--- src/rtl/tff_toggle_sequencer_pkg.sv ---
// Shared definitions for the T flip-flop toggle sequencer: FSM state
// encoding and default widths of the toggle-count and gap counters.
package tff_toggle_sequencer_pkg;

    // Default width of the toggle-count input and remaining-toggle counter.
    localparam int DEF_CNT_W = 8;

    // Default width of the gap input and gap counter.
    localparam int DEF_GAP_W = 4;

    // Controller states. The encoding is fixed so that the state can be
    // read from a waveform without needing a decoder.
    typedef enum logic [1:0] {
        ST_IDLE   = 2'd0,
        ST_TOGGLE = 2'd1,
        ST_GAP    = 2'd2,
        ST_DONE   = 2'd3
    } state_t;

endpackage : tff_toggle_sequencer_pkg

--- src/rtl/tff_toggle_sequencer_cell.sv ---
// Single T flip-flop cell with enable and asynchronous active-low reset.
// The output flips on a rising clock edge when both enable and t are high.
module tff_cell (
    input  logic clk,
    input  logic rst,
    input  logic enable,
    input  logic t,
    output logic y
);

    // Toggle storage: flip on an enabled edge, clear on reset.
    // NOTE: sequential state uses non-blocking assignments so every register samples pre-edge values.
    always_ff @(posedge clk or negedge rst) begin
        if (!rst) begin
            y <= 1'b0;
        end else if (enable && t) begin
            y <= ~y;
        end
    end

endmodule : tff_cell

--- src/rtl/tff_toggle_sequencer.sv ---
// Toggle sequencer: drives a T flip-flop cell to produce a programmed number
// of output toggles, separated by a programmed number of idle cycles.
// Reports progress with a registered BUSY level and a one-cycle DONE pulse.
//
// Timing for a START accepted at edge n with count N and gap G:
//   toggles land on edges n+1+k*(G+1), k = 0..N-1
//   BUSY is high from edge n until the last toggle edge
//   DONE is high for the single cycle following the last toggle edge
module tff_toggle_sequencer
    import tff_toggle_sequencer_pkg::*;
#(
    parameter int CNT_W = DEF_CNT_W,
    parameter int GAP_W = DEF_GAP_W
) (
    input  logic             clk,
    input  logic             rst,
    input  logic             start,
    input  logic             abort,
    input  logic [CNT_W-1:0] ntog,
    input  logic [GAP_W-1:0] gap,
    output logic             y,
    output logic             busy,
    output logic             done
);

    state_t           state;
    logic [CNT_W-1:0] rem;      // toggles still to perform, including the current one
    logic [GAP_W-1:0] gp;       // gap length latched at START acceptance
    logic [GAP_W-1:0] gcnt;     // idle cycles left in the current gap
    logic             cell_t;
    logic             cell_en;

    // The cell is armed only in TOGGLE. ABORT gates the enable in the same
    // cycle so a cancelled toggle never reaches the flip-flop.
    assign cell_t  = (state == ST_TOGGLE);
    assign cell_en = (state == ST_TOGGLE) && !abort;

    tff_cell u_cell (
        .clk    (clk),
        .rst    (rst),
        .enable (cell_en),
        .t      (cell_t),
        .y      (y)
    );

    // Controller FSM with counters, input latches and registered status.
    always_ff @(posedge clk or negedge rst) begin
        if (!rst) begin
            state <= ST_IDLE;
            rem   <= '0;
            gp    <= '0;
            gcnt  <= '0;
            busy  <= 1'b0;
            done  <= 1'b0;
        end else begin
            case (state)
                ST_IDLE: begin
                    done <= 1'b0;
                    // ABORT takes precedence over START while idle.
                    if (start && !abort) begin
                        if (ntog != '0) begin
                            rem   <= ntog;
                            gp    <= gap;
                            busy  <= 1'b1;
                            state <= ST_TOGGLE;
                        end else begin
                            // Zero-length sequence: report completion only.
                            done  <= 1'b1;
                            state <= ST_DONE;
                        end
                    end
                end

                ST_TOGGLE: begin
                    if (abort) begin
                        busy  <= 1'b0;
                        state <= ST_IDLE;
                    end else begin
                        // The remaining count never wraps below zero.
                        if (rem != '0) begin
                            rem <= rem - CNT_W'(1);
                        end
                        if (rem == CNT_W'(1)) begin
                            busy  <= 1'b0;
                            done  <= 1'b1;
                            state <= ST_DONE;
                        end else if (gp == '0) begin
                            state <= ST_TOGGLE;
                        end else begin
                            gcnt  <= gp;
                            state <= ST_GAP;
                        end
                    end
                end

                ST_GAP: begin
                    if (abort) begin
                        busy  <= 1'b0;
                        state <= ST_IDLE;
                    end else begin
                        if (gcnt != '0) begin
                            gcnt <= gcnt - GAP_W'(1);
                        end
                        // The last idle cycle hands straight back to TOGGLE.
                        if (gcnt <= GAP_W'(1)) begin
                            state <= ST_TOGGLE;
                        end
                    end
                end

                ST_DONE: begin
                    // One-cycle completion pulse; START is not queued here.
                    done  <= 1'b0;
                    state <= ST_IDLE;
                end

                default: begin
                    busy  <= 1'b0;
                    done  <= 1'b0;
                    state <= ST_IDLE;
                end
            endcase
        end
    end

endmodule : tff_toggle_sequencer

--- config.mk ---
export PLATFORM = sky130hd
export DESIGN_NAME = tff_toggle_sequencer
export DESIGN_NICKNAME = d
export VERILOG_FILES = /design/src/rtl/tff_toggle_sequencer_pkg.sv /design/src/rtl/tff_toggle_sequencer_cell.sv /design/src/rtl/tff_toggle_sequencer.sv
export SDC_FILE = /design/constraint.sdc
export NUM_CORES = 1
export LEC_CHECK = 0
export ABC_AREA = 1
export BUFFER_PORTS_ARGS = -buffer_cell sky130_fd_sc_hd__buf_2
export CAP_MARGIN = 25
export CORE_MARGIN = 5
export CORE_UTILIZATION = 50
export DETAILED_ROUTE_END_ITERATION = 12
export PLACE_DENSITY_LB_ADDON = 0.05
export SLEW_MARGIN = 25
export SYNTH_ARGS = -nofsm -noshare
export SYNTH_HDL_FRONTEND = slang
export SYNTH_SLANG_ARGS = --single-unit
--- constraint.sdc ---
create_clock -name clk -period 2.4 [get_ports clk]
set_input_delay 0.24 -clock clk [delete_from_list [all_inputs] [get_ports clk]]
set_output_delay 0.24 -clock clk [all_outputs]
set_load 0.01 [all_outputs]
==> results of run 1 <==
-- synthesized netlist by cell type (2+ instances only) --
library cell,count
nand2_1,83
nand3_1,12
nor2_2,4
nor2_1,31
o21ai_0,16
or2_2,3
nand4_1,3
ha_1,11
inv_1,19
a21oi_1,4
dfrtp_1,21
o21ai_2,3
inv_2,2
-- how the worst max path moves through the flow --
stage / from / endpoint / depth (start not counted)
floorplan: state[1]$_DFFE_PN0P_ / rem[1]$_DFFE_PN0P_ / 11
global placement: state[1]$_DFFE_PN0P_ / rem[6]$_DFFE_PN0P_ / 11
detailed placement: state[1]$_DFFE_PN0P_ / rem[0]$_DFFE_PN0P_ / 10
CTS: state[1]$_DFFE_PN0P_ / rem[0]$_DFFE_PN0P_ / 10
global route: state[1]$_DFFE_PN0P_ / rem[4]$_DFFE_PN0P_ / 10
finish: state[1]$_DFFE_PN0P_ / rem[0]$_DFFE_PN0P_ / 10
-- layout make-up --
type | count | area (µm²) | area share (%)
Timing Repair Buffer | 19 | 100 | 6.05
Inverter | 22 | 82.6 | 4.99
Sequential cell | 21 | 526 | 31.8
Clock buffer | 4 | 26.3 | 1.59
Tap cell | 31 | 38.8 | 2.34
Multi-Input combinational cell | 178 | 881 | 53.3
-- metal layers --
layer	global-route usage, %	vias to the layer above
li1	-	742
met1	22.3	656
met2	28.0	39
met3	4.15	4
met4	5.54	0
met5	0	-
-- power breakdown --
group | internal (mW) | leakage [nW] | switching, mW
registers | 0.531 | 0.260 | 0.166
clock network | 0.0649 | 0.0150 | 0.109
logic | 0.469 | 0.624 | 0.802
total | 1.07 | 0.899 | 1.08
-- critical path: cells and delay by family (launching register included) --
kind                       cells  cell delay, ns
adders and majority gates      1            0.35
buffers and inverters          2            0.33
and+or+nand+nor                7            0.83
DFF                            1            0.45
-- kinds of logic after synthesis --
group / Yosys count / share of synthesized area (%)
and+or+nand+nor: 138 / 37.8
xor gates and xnor gates: 2 / 1.17
DFF: 21 / 35.0
muxes: 1 / 0.666
buffers and inverters: 24 / 6.58
AOI/OAI and AO/OA: 26 / 9.66
adders and majority gates: 11 / 9.16
-- sequential cells by signal, summed over array words and instances, names as in the netlist --
| signal | cells |
|---|---|
| state | 2 |
| u_cell.y | 1 |
| gp | 4 |
| rem | 8 |
| done | 1 |
| gcnt | 4 |
| busy | 1 |
-- metrics by stage --
step	hold WS (ns)	instance area, µm²	cells	power, mW	setup slack (ns)
final	0.118	1650	275	2.14	0.387
after global routing	0.0942	1650	275	2.41	0.0963
after CTS	0.102	1650	275	2.15	0.214
after detailed placement	0.224	1620	270	1.97	0.259
after global placement	0.219	1620	270	1.94	0.344
after floorplan	-0.0556	1500	223	1.70	0.818
-- repair_timing --
item / 4_1_cts / 5_1_grt
setup endpoints to repair: 0 / 6
gates resized for setup: 0 / 1
hold buffers: 1 / 0
hold endpoints to repair: 21 / 0
==> summary.md, run 1 <==
| Metric | Value |
|---|---|
| WHS Endpoint | gp[0]$_DFFE_PN0P_ |
| Outcome | finished, final reports clean |
| Most frequent cells in the layout | nand2_1 (83), nor2_1 (31), dfrtp_1 (21) |
| Worst R2R Path Depth | 10 |
| Cell accounting for the most synthesized area | dfrtp_1 |
| Pin count of the biggest net entering global routing | 22 |
| DR WL met3 | 146 µm |
| Delay of the slowest critical-path stage | 0.45 ns |
| Clk_lat worst skew | 0.31 ns |
| Cell variety after synth | 24 |
| Setup TNS | 0 ns |
| Startpoint types | flip-flop |
| Flops & latches, synth | 21 |
| Reg2reg setup slack | 0.39 ns |
| Async SR Flop Fraction | 100% |
| Final core utilization | 58.5% |
| Clk buf depth | 2 |
| Initial Util | 53.1% |
| Wire length on met2 | 1460 µm |
| Final Hold Fails | 0 |
| Hold Path Depth | 3 |
| Lkg Pwr | 0.899 nW |
| Max Used Layer | met4 |
| CP required | 2.65 ns |
| Area added between synthesis and finish | 10.1% |
| Global-route wire length before repair | 5720 µm |
| Residual DRC count | 0 |
| Iteration-0 DRC Markers | 118 |
| Primary FF master, synth | dfrtp_1 |
| Cells after Synth | 223 |
| Crit path DAT | 2.26 ns |
| GRT overflow | 0 |
| Worst path slowest cell | dfrtp_1 |
| Die area | 4200 µm² |
| Num rows | 19 |
| Final period utilization | 83.9% |
| Post-synth top area share | 35.0% |
| Synth area leaders | dfrtp_1 (35%), nand2_1 (21%), ha_1 (9.2%) |
| Hold Crit Class | input pin to flip-flop |
| Area of the mapped netlist | 1500 µm² |
| TritonCTS buffer count | 3 |
| Fill cells | 278 |
| Final wirelength | 3240 µm |
| Most frequent CP cell | nand2_1 |
| Peak supply drop | 0.000714 V |
| Via/cell ratio | 5.24 |
| CTS H-Tree Depth | 1 |
| Total track usage | 17.1% |
| Die W | 64.8 µm |
| Worst reg2reg endpoint | rem[0]$_DFFE_PN0P_ |
| Worst-path fanout max | 15 |
| Antenna Nets Post-Route | 0 |
| Post-CTS Setup Bufs | 0 |
| Via Count | 1441 |
| Share of cells above drive strength 1 | 14.8% |
| Ys Warns | 0 |
| Reg2reg start | state[1]$_DFFE_PN0P_ |
| WL met1 | 1600 µm |
| Inserted Diodes | 0 |
| Slew Limit Fails | 0 |
| Hpwl dp | 2590 µm |
| Pre-antenna DRT Iters | 4 |
| Crit path kind | flip-flop to flip-flop |
| Clk slew on worst S/H paths | 0.12 ns |
| Minimum clock period | 2.01 ns |
| Min-delay src | gap[0] |
| Maxcap violations | 0 |
| CP Cell Sequence | inv_1 -> ha_2 -> nand2_1 -> nand2_1 -> nand2_1 -> nor2_2 -> nand2_1 -> inv_1 -> nand2_1 -> nand2_1 |
| Power Density | 1290 nW/µm² |
| Antenna violations before repair | 0 |
| Vias in the first global route | 1313 |
| Commonest non-fill, non-tap cell in the layout | nand2_1 |
| Final setup violation count | 0 |
| RSZ-0062 raised after global routing | no |
| Die Y | 64.8 µm |
| Number of flops mapped to enable cells by yosys | 0 |
| Sequential area share after synthesis | 35.0% |
| Routability cong. | 0.903 |
| Core Area | 2830 µm² |
| DR WL/cell | 11.8 µm |
| Nets | 272 |
| Mapped Nets | 250 |
| Fmax | 497 MHz |
| Slew margin rel. | 68.8% |
| CTS root buffer | clkbuf_4 |
| I/O Buffers | 18 |
| Least-Margin Pin Slew | 0.468 ns |
| Clock skew | 0.00881 ns |
| CTS tree | built |
| Average size of a mapped cell | 6.74 µm² |
| Sink Count | 21 |
| I/O pin count | 19 |
| Crit end category | flip-flop |
(Power assumes the default switching activity.)
==> run 2: changes to the inputs <==
==> constraint.sdc (replaced) <==
create_clock -name clk -period 1.7 [get_ports clk]
set_input_delay 0.17 -clock clk [delete_from_list [all_inputs] [get_ports clk]]
set_output_delay 0.17 -clock clk [all_outputs]
set_load 0.01 [all_outputs]
==> summary.md, run 2 (synthesis results as in run 1) <==
| Metric | Value |
|---|---|
| Outcome | finished, final reports clean |
| WHS | 0.0506 ns |
| Core Area | 2830 µm² |
| Fill cells | 272 |
| CTS H-Tree Depth | 1 |
| Minimum clock period | 1.56 ns |
| Area added between synthesis and finish | 16.6% |
| Maxcap violations | 0 |
| Clock skew | 0.00530 ns |
| I/O pin count | 19 |
| Num rows | 19 |
| Final Hold Fails | 0 |
| Pre-antenna DRT Iters | 4 |
| Clk slew on worst S/H paths | 0.12 ns |
| Via Count | 1464 |
| DR WL/cell | 12.3 µm |
| Setup TNS | 0 ns |
| Area occupied by multi-input gates | 888 µm² |
| Power Density | 1860 nW/µm² |
| Dpl ws | -0.0369 ns |
| Least-Margin Pin Slew | 0.489 ns |
| Die area | 4200 µm² |
| Share of cells above drive strength 1 | 19.1% |
| Clk_lat worst skew | 0.31 ns |
| Iteration-0 DRC Markers | 104 |
| Final core utilization | 61.9% |
| Post-CTS Setup Bufs | 0 |
| Post-Place Cell Area | 1710 µm² |
| Initial Util | 53.1% |
| Peak supply drop | 0.000929 V |
| Seq. cell area | 526 µm² |
| Nets | 284 |
| CTS root buffer | clkbuf_4 |
| RSZ-0062 raised after global routing | no |
| Commonest non-fill, non-tap cell in the layout | nand2_1 |
| Hold Crit Class | input pin to flip-flop |
| TritonCTS buffer count | 3 |
| Sink Count | 21 |
| Slew margin rel. | 67.4% |
| Dpl cells | 282 |
| Final WS setup | 0.143 ns |
| Lkg Pwr | 0.957 nW |
| Crit path DAT | 1.82 ns |
| Slew Limit Fails | 0 |
| Global-route wire length before repair | 5920 µm |
| Inserted Diodes | 0 |
| Clk buf depth | 2 |
| Crit path kind | flip-flop to flip-flop |
| Final setup violation count | 0 |
| Final Instance Area | 1750 µm² |
| Via/cell ratio | 5.10 |
| Reg2reg setup slack | 0.14 ns |
| Antenna Nets Post-Route | 0 |
| Worst-path fanout max | 11 |
| Residual DRC count | 0 |
| Routability cong. | 0.838 |
| Fin cells | 287 |
| Vias in the first global route | 1343 |
| Most frequent cells in the layout | nand2_1 (82), nor2_1 (31), dfrtp_1 (21) |
| Crit end category | flip-flop |
| I/O Buffers | 18 |
| Final period utilization | 91.6% |
| Hpwl dp | 2810 µm |
| CP required | 1.96 ns |
| Power Total | 3.26 mW |
| Die Y | 64.8 µm |
| Die W | 64.8 µm |
| Largest registers | rem x8, gcnt x4, gp x4 |
| Total track usage | 17.9% |
| Pin count of the biggest net entering global routing | 22 |
| Number of flip-flops in the largest register | 8 |
| Startpoint types | flip-flop |
| Antenna violations before repair | 0 |
| CTS tree | built |
| Fmax | 642 MHz |
| Final wirelength | 3540 µm |
| GRT overflow | 0 |
| Biggest register | rem |
[run 2: routing by layer]
layer | routed length [µm] | global-route usage, % | up-vias | share of wire (%)
met1 | 1710 | 23.7 | 663 | 48
met3 | 150 | 2.94 | 5 | 4.2
li1 | - | - | 766 | -
met4 | 48 | 6.33 | 0 | 1.4
met2 | 1630 | 29.8 | 30 | 46
met5 | 0 | 0 | - | 0
[run 2: power by group]
part	internal [mW]	leakage, nW	switching, mW	total [mW]
Clock	0.0917	0.0150	0.161	0.252
Combinational	0.833	0.682	1.22	2.05
Sequential	0.749	0.260	0.207	0.957
[run 2: worst max-delay path, cell delays in order, from the launching register on]
cell	delay (ns)
dfrtp_1	0.44
inv_1	0.11
ha_1	0.22
nand2_1	0.07
nand2_1	0.06
nand2_1	0.06
nor2_2	0.17
nand2_4	0.12
inv_1	0.13
nand2_1	0.06
nand2_1	0.06
[run 2: final cells by class]
class	count	share of cell area, %
Timing Repair Buffer	31	10.9
Multi-Input combinational cell	178	50.7
Tap cell	31	2.21
Clock buffer	4	1.50
Sequential cell	21	30.0
Inverter	22	4.71
[run 2: path summary, 6_finish.rpt]
check,start,to,depth (start not counted)
max in group asynchronous,rst,done$_DFFE_PN0P_,2
setup reg to reg,state[0]$_DFFE_PN0P_,rem[6]$_DFFE_PN0P_,10
min in group asynchronous,rst,rem[0]$_DFFE_PN0P_,2
hold / removal,gap[3],gp[3]$_DFFE_PN0P_,3
hold reg to reg,u_cell.y$_DFFE_PN0P_,u_cell.y$_DFFE_PN0P_,1
setup / recovery,state[0]$_DFFE_PN0P_,rem[6]$_DFFE_PN0P_,10
[run 2: what timing repair did]
| item | 4_1_cts | 5_1_grt |
|---|---|---|
| endpoints found under the setup margin | 4 | 8 |
| gates resized for setup | 1 | 2 |
| hold endpoints to repair | 21 | 0 |
| hold buffers | 1 | 0 |
